$ cat src/rtl/jtframe_sdram_pkg.sv
// Shared definitions for the read-only SDRAM controller.
//  - SDRAM command encodings on {ras_n, cas_n, we_n} (cs_n is held low)
//  - controller state encoding (init sequence plus main access loop)
//  - mode-register field constants and a helper that assembles the mode word
package jtframe_sdram_pkg;

    localparam logic [2:0] CMD_NOP       = 3'b111;
    localparam logic [2:0] CMD_ACTIVE    = 3'b011;
    localparam logic [2:0] CMD_READ      = 3'b101;
    localparam logic [2:0] CMD_PRECHARGE = 3'b010;
    localparam logic [2:0] CMD_REFRESH   = 3'b001;
    localparam logic [2:0] CMD_LOAD_MODE = 3'b000;

    // Mode register fields (A12..A0)
    localparam logic [2:0] MR_RSVD     = 3'b000;  // A12..A10
    localparam logic       MR_WB_BURST = 1'b0;    // A9: write burst = programmed
    localparam logic [1:0] MR_OPM_STD  = 2'b00;   // A8..A7: standard operation
    localparam logic       MR_BT_SEQ   = 1'b0;    // A3: sequential burst
    localparam logic [2:0] MR_BL2      = 3'b001;  // A2..A0: burst length 2

    typedef enum logic [4:0] {
        ST_INIT,   // power-up NOP wait
        ST_IPRE,   // PRECHARGE ALL on the bus
        ST_IPW,    // tRP wait
        ST_IREF,   // init REFRESH on the bus
        ST_IRFW,   // tRFC wait after an init refresh
        ST_MODE,   // LOAD MODE on the bus
        ST_MW,     // NOPs after LOAD MODE
        ST_IDLE,
        ST_ACT,    // ACTIVE on the bus
        ST_RCD,    // tRCD wait
        ST_RD,     // READ with auto-precharge on the bus
        ST_CASW,   // CAS latency wait
        ST_CAP0,   // first burst word on dq
        ST_CAP1,   // second burst word on dq
        ST_PRE,    // remaining auto-precharge time
        ST_REF,    // periodic REFRESH on the bus
        ST_RFW     // tRFC wait after a periodic refresh
    } state_t;

    function automatic logic [12:0] mode_word(input int unsigned cas_lat);
        return {MR_RSVD, MR_WB_BURST, MR_OPM_STD, 3'(cas_lat), MR_BT_SEQ, MR_BL2};
    endfunction

endpackage

$ cat src/rtl/jtframe_sdram_refcnt.sv
// Refresh interval counter.
//  clk, rst : clock, synchronous active-high reset
//  en       : count enable (high once SDRAM init is complete)
//  clr      : clears ref_pend (REFRESH being issued)
//  ref_pend : a refresh is owed; a second expiry while set is not queued
module jtframe_sdram_refcnt #(
    parameter int unsigned REFRESH_CYCLES = 390   // must be >= 2
)(
    input  logic clk,
    input  logic rst,
    input  logic en,
    input  logic clr,
    output logic ref_pend
);

    localparam int unsigned W = $clog2(REFRESH_CYCLES);

    logic [W-1:0] cnt;

    always_ff @(posedge clk) begin
        if (rst) begin
            cnt      <= '0;
            ref_pend <= 1'b0;
        end else begin
            if (clr) ref_pend <= 1'b0;
            // an expiry on the same edge as a clear leaves the flag set
            if (en) begin
                if (cnt == W'(REFRESH_CYCLES - 1)) begin
                    cnt      <= '0;
                    ref_pend <= 1'b1;
                end else begin
                    cnt <= cnt + 1'b1;
                end
            end
        end
    end

endmodule

$ cat src/rtl/jtframe_sdram_rdctl.sv
// Read-only SDR SDRAM controller (bank 0, 16-bit device, 2-word bursts).
// Macro: JTFRAME_SDRAM_REFRESH_EN enables periodic auto-refresh; when it is
// undefined only the two init refreshes are issued.
// Ports:
//  clk, rst            : clock (also SDRAM clock), synchronous active-high reset
//  sdram_req/addr/ack  : request level + 22-bit word address; ack pulses with ACTIVE
//  data_rdy, data_read : 1-cycle strobe, {word1,word0} held until next strobe
//  init_done           : high after the power-up sequence
//  sdram_*             : SDRAM pins (dq is input only)
// Parameter constraints: CL in {2,3}, TRCD >= 2, TRP >= 2, TRFC >= 3.
// All pin outputs are registered: each state names what is on the bus in that cycle.
module jtframe_sdram_rdctl
    import jtframe_sdram_pkg::*;
#(
    parameter int unsigned INIT_CYCLES    = 10000,
    parameter int unsigned CL             = 2,
    parameter int unsigned TRCD           = 2,
    parameter int unsigned TRP            = 2,
    parameter int unsigned TRFC           = 7,
    parameter int unsigned REFRESH_CYCLES = 390
)(
    input  logic        clk,
    input  logic        rst,
    input  logic        sdram_req,
    input  logic [21:0] sdram_addr,
    output logic        sdram_ack,
    output logic        data_rdy,
    output logic [31:0] data_read,
    output logic        init_done,
    input  logic [15:0] sdram_dq,
    output logic [12:0] sdram_a,
    output logic [1:0]  sdram_ba,
    output logic [1:0]  sdram_dqm,
    output logic        sdram_ncs,
    output logic        sdram_nras,
    output logic        sdram_ncas,
    output logic        sdram_nwe,
    output logic        sdram_cke
);

    // cycles spent in ST_PRE so the next command respects both the
    // burst end and the auto-precharge time
    localparam int unsigned PRE_CYC = (TRP > CL + 1) ? TRP - CL - 1 : 0;

    state_t      state, state_n;
    logic [15:0] cnt, cnt_n;
    logic        iref2, iref2_n;
    logic [2:0]  cmd_n;
    logic [12:0] a_n;
    logic        ack_n, rdy_n, done_n;
    logic [7:0]  col_q, col_n;
    logic [15:0] word0;
    logic        cap0, cap1;
    logic        ref_pend, ref_clr;
    logic        addr_lsb_unused;

    assign addr_lsb_unused = sdram_addr[0];

`ifdef JTFRAME_SDRAM_REFRESH_EN
    jtframe_sdram_refcnt #(
        .REFRESH_CYCLES(REFRESH_CYCLES)
    ) u_refcnt (
        .clk      (clk),
        .rst      (rst),
        .en       (init_done),
        .clr      (ref_clr),
        .ref_pend (ref_pend)
    );
`else
    logic ref_clr_unused;
    assign ref_clr_unused = ref_clr;
    assign ref_pend       = 1'b0;
`endif

    assign sdram_ncs = 1'b0;
    assign sdram_ba  = 2'b00;
    assign sdram_cke = 1'b1;
    assign sdram_dqm = init_done ? 2'b00 : 2'b11;

    always_comb begin
        state_n = state;
        cnt_n   = cnt;
        iref2_n = iref2;
        cmd_n   = CMD_NOP;
        a_n     = '0;
        ack_n   = 1'b0;
        rdy_n   = 1'b0;
        done_n  = init_done;
        col_n   = col_q;
        cap0    = 1'b0;
        cap1    = 1'b0;
        ref_clr = 1'b0;
        case (state)
            ST_INIT: begin
                if (cnt == 16'(INIT_CYCLES - 1)) begin
                    state_n = ST_IPRE;
                    cmd_n   = CMD_PRECHARGE;
                    a_n[10] = 1'b1;
                end else begin
                    cnt_n = cnt + 16'd1;
                end
            end
            ST_IPRE: begin
                state_n = ST_IPW;
                cnt_n   = 16'(TRP - 2);
            end
            ST_IPW: begin
                if (cnt == '0) begin
                    state_n = ST_IREF;
                    cmd_n   = CMD_REFRESH;
                end else begin
                    cnt_n = cnt - 16'd1;
                end
            end
            ST_IREF: begin
                state_n = ST_IRFW;
                cnt_n   = 16'(TRFC - 2);
            end
            ST_IRFW: begin
                if (cnt == '0) begin
                    if (!iref2) begin
                        iref2_n = 1'b1;
                        state_n = ST_IREF;
                        cmd_n   = CMD_REFRESH;
                    end else begin
                        state_n = ST_MODE;
                        cmd_n   = CMD_LOAD_MODE;
                        a_n     = mode_word(CL);
                    end
                end else begin
                    cnt_n = cnt - 16'd1;
                end
            end
            ST_MODE: begin
                state_n = ST_MW;
                cnt_n   = 16'd1;
            end
            ST_MW: begin
                if (cnt == '0) begin
                    state_n = ST_IDLE;
                    done_n  = 1'b1;
                end else begin
                    cnt_n = cnt - 16'd1;
                end
            end
            ST_IDLE: begin
                if (ref_pend) begin
                    state_n = ST_REF;
                    cmd_n   = CMD_REFRESH;
                    ref_clr = 1'b1;
                end else if (sdram_req) begin
                    state_n = ST_ACT;
                    cmd_n   = CMD_ACTIVE;
                    a_n     = sdram_addr[21:9];
                    col_n   = sdram_addr[8:1];
                    ack_n   = 1'b1;
                end
            end
            ST_ACT: begin
                state_n = ST_RCD;
                cnt_n   = 16'(TRCD - 2);
            end
            ST_RCD: begin
                if (cnt == '0) begin
                    state_n = ST_RD;
                    cmd_n   = CMD_READ;
                    a_n     = {2'b00, 1'b1, 1'b0, col_q, 1'b0};
                end else begin
                    cnt_n = cnt - 16'd1;
                end
            end
            ST_RD: begin
                state_n = ST_CASW;
                cnt_n   = 16'(CL - 2);
            end
            ST_CASW: begin
                if (cnt == '0) state_n = ST_CAP0;
                else           cnt_n   = cnt - 16'd1;
            end
            ST_CAP0: begin
                cap0    = 1'b1;
                state_n = ST_CAP1;
            end
            ST_CAP1: begin
                cap1  = 1'b1;
                rdy_n = 1'b1;
                if (PRE_CYC != 0) begin
                    state_n = ST_PRE;
                    cnt_n   = 16'(PRE_CYC - 1);
                end else begin
                    state_n = ST_IDLE;
                end
            end
            ST_PRE: begin
                if (cnt == '0) state_n = ST_IDLE;
                else           cnt_n   = cnt - 16'd1;
            end
            ST_REF: begin
                state_n = ST_RFW;
                cnt_n   = 16'(TRFC - 3);
            end
            ST_RFW: begin
                if (cnt == '0) state_n = ST_IDLE;
                else           cnt_n   = cnt - 16'd1;
            end
            default: state_n = ST_INIT;
        endcase
    end

    always_ff @(posedge clk) begin
        if (rst) begin
            state      <= ST_INIT;
            cnt        <= '0;
            iref2      <= 1'b0;
            {sdram_nras, sdram_ncas, sdram_nwe} <= CMD_NOP;
            sdram_a    <= '0;
            sdram_ack  <= 1'b0;
            data_rdy   <= 1'b0;
            init_done  <= 1'b0;
            col_q      <= '0;
            word0      <= '0;
            data_read  <= '0;
        end else begin
            state      <= state_n;
            cnt        <= cnt_n;
            iref2      <= iref2_n;
            {sdram_nras, sdram_ncas, sdram_nwe} <= cmd_n;
            sdram_a    <= a_n;
            sdram_ack  <= ack_n;
            data_rdy   <= rdy_n;
            init_done  <= done_n;
            col_q      <= col_n;
            if (cap0) word0 <= sdram_dq;
            if (cap1) data_read <= {sdram_dq, word0};
        end
    end

endmodule

$ cat config.mk
export PLATFORM = sky130hd
export DESIGN_NAME = jtframe_sdram_rdctl
export DESIGN_NICKNAME = d
export VERILOG_FILES = /design/src/rtl/jtframe_sdram_pkg.sv /design/src/rtl/jtframe_sdram_refcnt.sv /design/src/rtl/jtframe_sdram_rdctl.sv
export SDC_FILE = /design/constraint.sdc
export NUM_CORES = 1
export LEC_CHECK = 0
export CAP_MARGIN = 40
export CORE_ASPECT_RATIO = 0.8
export CORE_MARGIN = 3
export CORE_UTILIZATION = 55
export DETAILED_ROUTE_END_ITERATION = 10
export PLACE_DENSITY_LB_ADDON = 0.08
export SLEW_MARGIN = 10
export SYNTH_ARGS = -nofsm -noshare
export SYNTH_HDL_FRONTEND = slang
export SYNTH_HIERARCHICAL = 1
export SYNTH_SLANG_ARGS = --single-unit
$ cat constraint.sdc
create_clock -name clk -period 9.5 [get_ports clk]
set_input_delay 1.9 -clock clk [delete_from_list [all_inputs] [get_ports clk]]
set_output_delay 1.9 -clock clk [all_outputs]
set_load 0.05 [all_outputs]
==> impl_metrics.tcl <==
set metrics [dict create \
    htreeDepth 3 \
    nNetsFinal 731 \
    synth_top_flop_cell "dfxtp_1" \
    antenna_found_initial 0 \
    power_frac_comb 0.344 \
    setup_viol 0 \
    synth-xor-area-share 0.0224 \
    cts_tree "done" \
    core_um2 8090 \
    synth_cell_type_count 58 \
    synthAdderAreaFrac 0.0523 \
    p_int_mw 0.729 \
    synthTopCellsByArea "dfxtp_1 (41%), nand2_1 (12%), a21oi_1 (9.5%)" \
    placed_cells 768 \
    synth_edf_count 0 \
    first_global_vias 3990 \
    cp.arrival_ns 4.30 \
    fin_tns_setup_ns 0 \
    cp-end-kind "register" \
    final-hold-violation-count 0 \
    syn_inst 597 \
    clkPwrFrac 0.249 \
    worstSetupStartpointType "register" \
    clock_latency_ns 0.37 \
    start_util 0.580 \
    postCtsHoldBufs 0 \
    fin_ws_ns 5.52 \
    synth_top_area_frac 0.414 \
    routedWlPerCell_um 14.5 \
    drtIter0Drc 256 \
    p_leak_nw 2.13 \
    dieArea_um2 9680 \
    status "complete, no violations" \
    cts_resized 0 \
    max_freq_mhz 251 \
    dpl.hpwl_um 8010 \
    cts_max_path_buffers 2 \
    tightestPinTransition_ns 0.718 \
    synth_area_per_cell_um2 7.86 \
    clock_sinks 97 \
    async_flop_share 0 \
    p_sw_mw 0.413 \
    grtUsageTotal 0.235 \
    routed-via-count 4404 \
    criticalPathCategory "register to register" \
    fp.dieW_um 109 \
    die_y_um 88.6 \
    pre_cts_slack_ns 5.65 \
    cellPowerDensity_nw_per_um2 195 \
    wl_um 11400 \
    ys_seq_area_frac 0.414 \
    yosysWarnings 6 \
    finalMaxSlewViolations 0 \
    ant_nets 0 \
    synthMuxAreaShare 0.0176 \
    synth_seq_cells 97 \
    grt_start_max_net_pins 47 \
    io_pins 98 \
    final_layout_size_suffix_gt1_frac 0.0577 \
    syn2layout_area_growth_pct 25.1 \
    synth_simple_gate_area_frac 0.243 \
    cts_buffers 9 \
    peakVddDrop_uv 107 \
    synth_compound_area_frac 0.204 \
    portBuffers 92 \
    hp-class "register to register" \
    fin_crit_ns 3.98 \
    synth_top_family_by_area "simple AND/OR/NAND/NOR gates" \
    grt_pass1_wl_um 18300 \
    synth.cells.most_frequent "nand2_1 (148), dfxtp_1 (97), a21oi_1 (89)" \
    rsz0062_at_grt "false" \
    diodes 0 \
    postLayoutCellArea_um2 5870 \
    post-cts-setup-buffers 0 \
    overflow 0 \
    period_share 0.419 \
    relSlewSlack 0.521 \
    place_congestion 0.867 \
    yosys.area.top_type "dfxtp_1" \
    cap_violations 0 \
    final.setup_skew_ns 0.0136 \
    via_per_inst 5.62 \
    first_pass_iters 5 \
    swShare 0.361 \
    synth_area_um2 4690 \
    cp.required_ns 9.82 \
    dpl_cell_area_um2 5660 \
    seqPwrFrac 0.407 \
    cts-root-buf "clkbuf_8" \
    yosysMostFrequentCell "nand2_1" \
    worst-path-max-fanout 26 \
    final_cell_count_no_fill 784 \
    clk_pin_slew_ns 0.10 \
    fin_util 0.725 \
    drc 0 \
    num_rows 29 \
]
kinds of logic (layout without fill, tap and decap cells):
family                     Yosys count  in the layout
other                                2              4
muxes                                8              8
adders and majority gates           19             19
and+or+nand+nor                    255            255
xor gates and xnor gates            12             12
AOI/OAI and AO/OA                  159            159
DFF                                 97             97
buffers and inverters               45            122
per-stage QoR:
step / hold WS (ns) / total power, mW
after floorplan: 0.432 / 0.760
after global placement: 0.438 / 0.834
after detailed placement: 0.443 / 0.854
after CTS: 0.459 / 1.14
after global routing: 0.472 / 1.21
final: 0.456 / 1.14
state kept, by name, summed over array words and instances (netlist names), 5 cells and up:
register	cells
col_q	8
data_read	32
word0	16
sdram_a	13
cnt	16
state	5
cell type report:
class / count / area [µm²]
clock buffer: 10 / 138
clock inverter: 6 / 75.1
fill: 657 / 2220
inverter: 5 / 18.8
multi-input combinational: 457 / 2550
sequential: 97 / 1940
tap: 108 / 135
timing repair buffer: 101 / 1010
metal layers:
metal	up-vias	GRT usage	part of all wire
met5	-	0	0
met4	0	0.0532	0.0062
met3	8	0.0788	0.097
met2	171	0.361	0.44
met1	2017	0.324	0.45
li1	2208	-	-
critical path, stage by stage (launching register included):
cell and delay [ns]:
dfxtp_1 0.79, nand2b_1 0.31, a211oi_1 0.31, o21ai_1 0.10, buf_4 0.24, fa_1 0.45
a211oi_1 0.34, o21ai_0 0.26, a211oi_1 0.35, o31ai_1 0.15, xnor2_1 0.13, or3_1 0.38
a21oi_2 0.11
placed cells by master, fill, tap and decap left out, drive strengths merged, types with 5 or more instances in the layout:
cell type,count
a211oi,9
a21o,9
a21oi,91
a22oi,9
buf,10
clkbuf,10
clkdlybuf4s50,91
dfxtp,97
ha,18
inv,7
mux2i,6
nand2,148
nand3,8
nor2,42
nor2b,7
nor3,9
nor4,5
o21ai,18
or3,11
xnor2,6
xor2,6
power groups by stage:
stage,registers (mW),logic [mW],clock network (mW)
finish,0.465,0.393,0.285
global route,0.469,0.432,0.309
CTS,0.464,0.385,0.292
detailed placement,0.473,0.380,0
global placement,0.479,0.355,0
floorplan,0.470,0.290,0
path summary, 6_finish.rpt:
path / start / slack [ns] / cells past startpoint / end
hold reg to reg: data_read[7]$_SDFFE_PP0P_ / 0.46 / 2 / data_read[7]$_SDFFE_PP0P_
hold / removal: data_read[7]$_SDFFE_PP0P_ / 0.46 / 2 / data_read[7]$_SDFFE_PP0P_
setup / recovery: state[3]$_SDFFE_PP0P_ / 5.52 / 12 / cnt[14]$_SDFFE_PP0P_
setup reg to reg: state[3]$_SDFFE_PP0P_ / 5.52 / 12 / cnt[14]$_SDFFE_PP0P_
No activity file was read; power rests on OpenSTA's default activity.
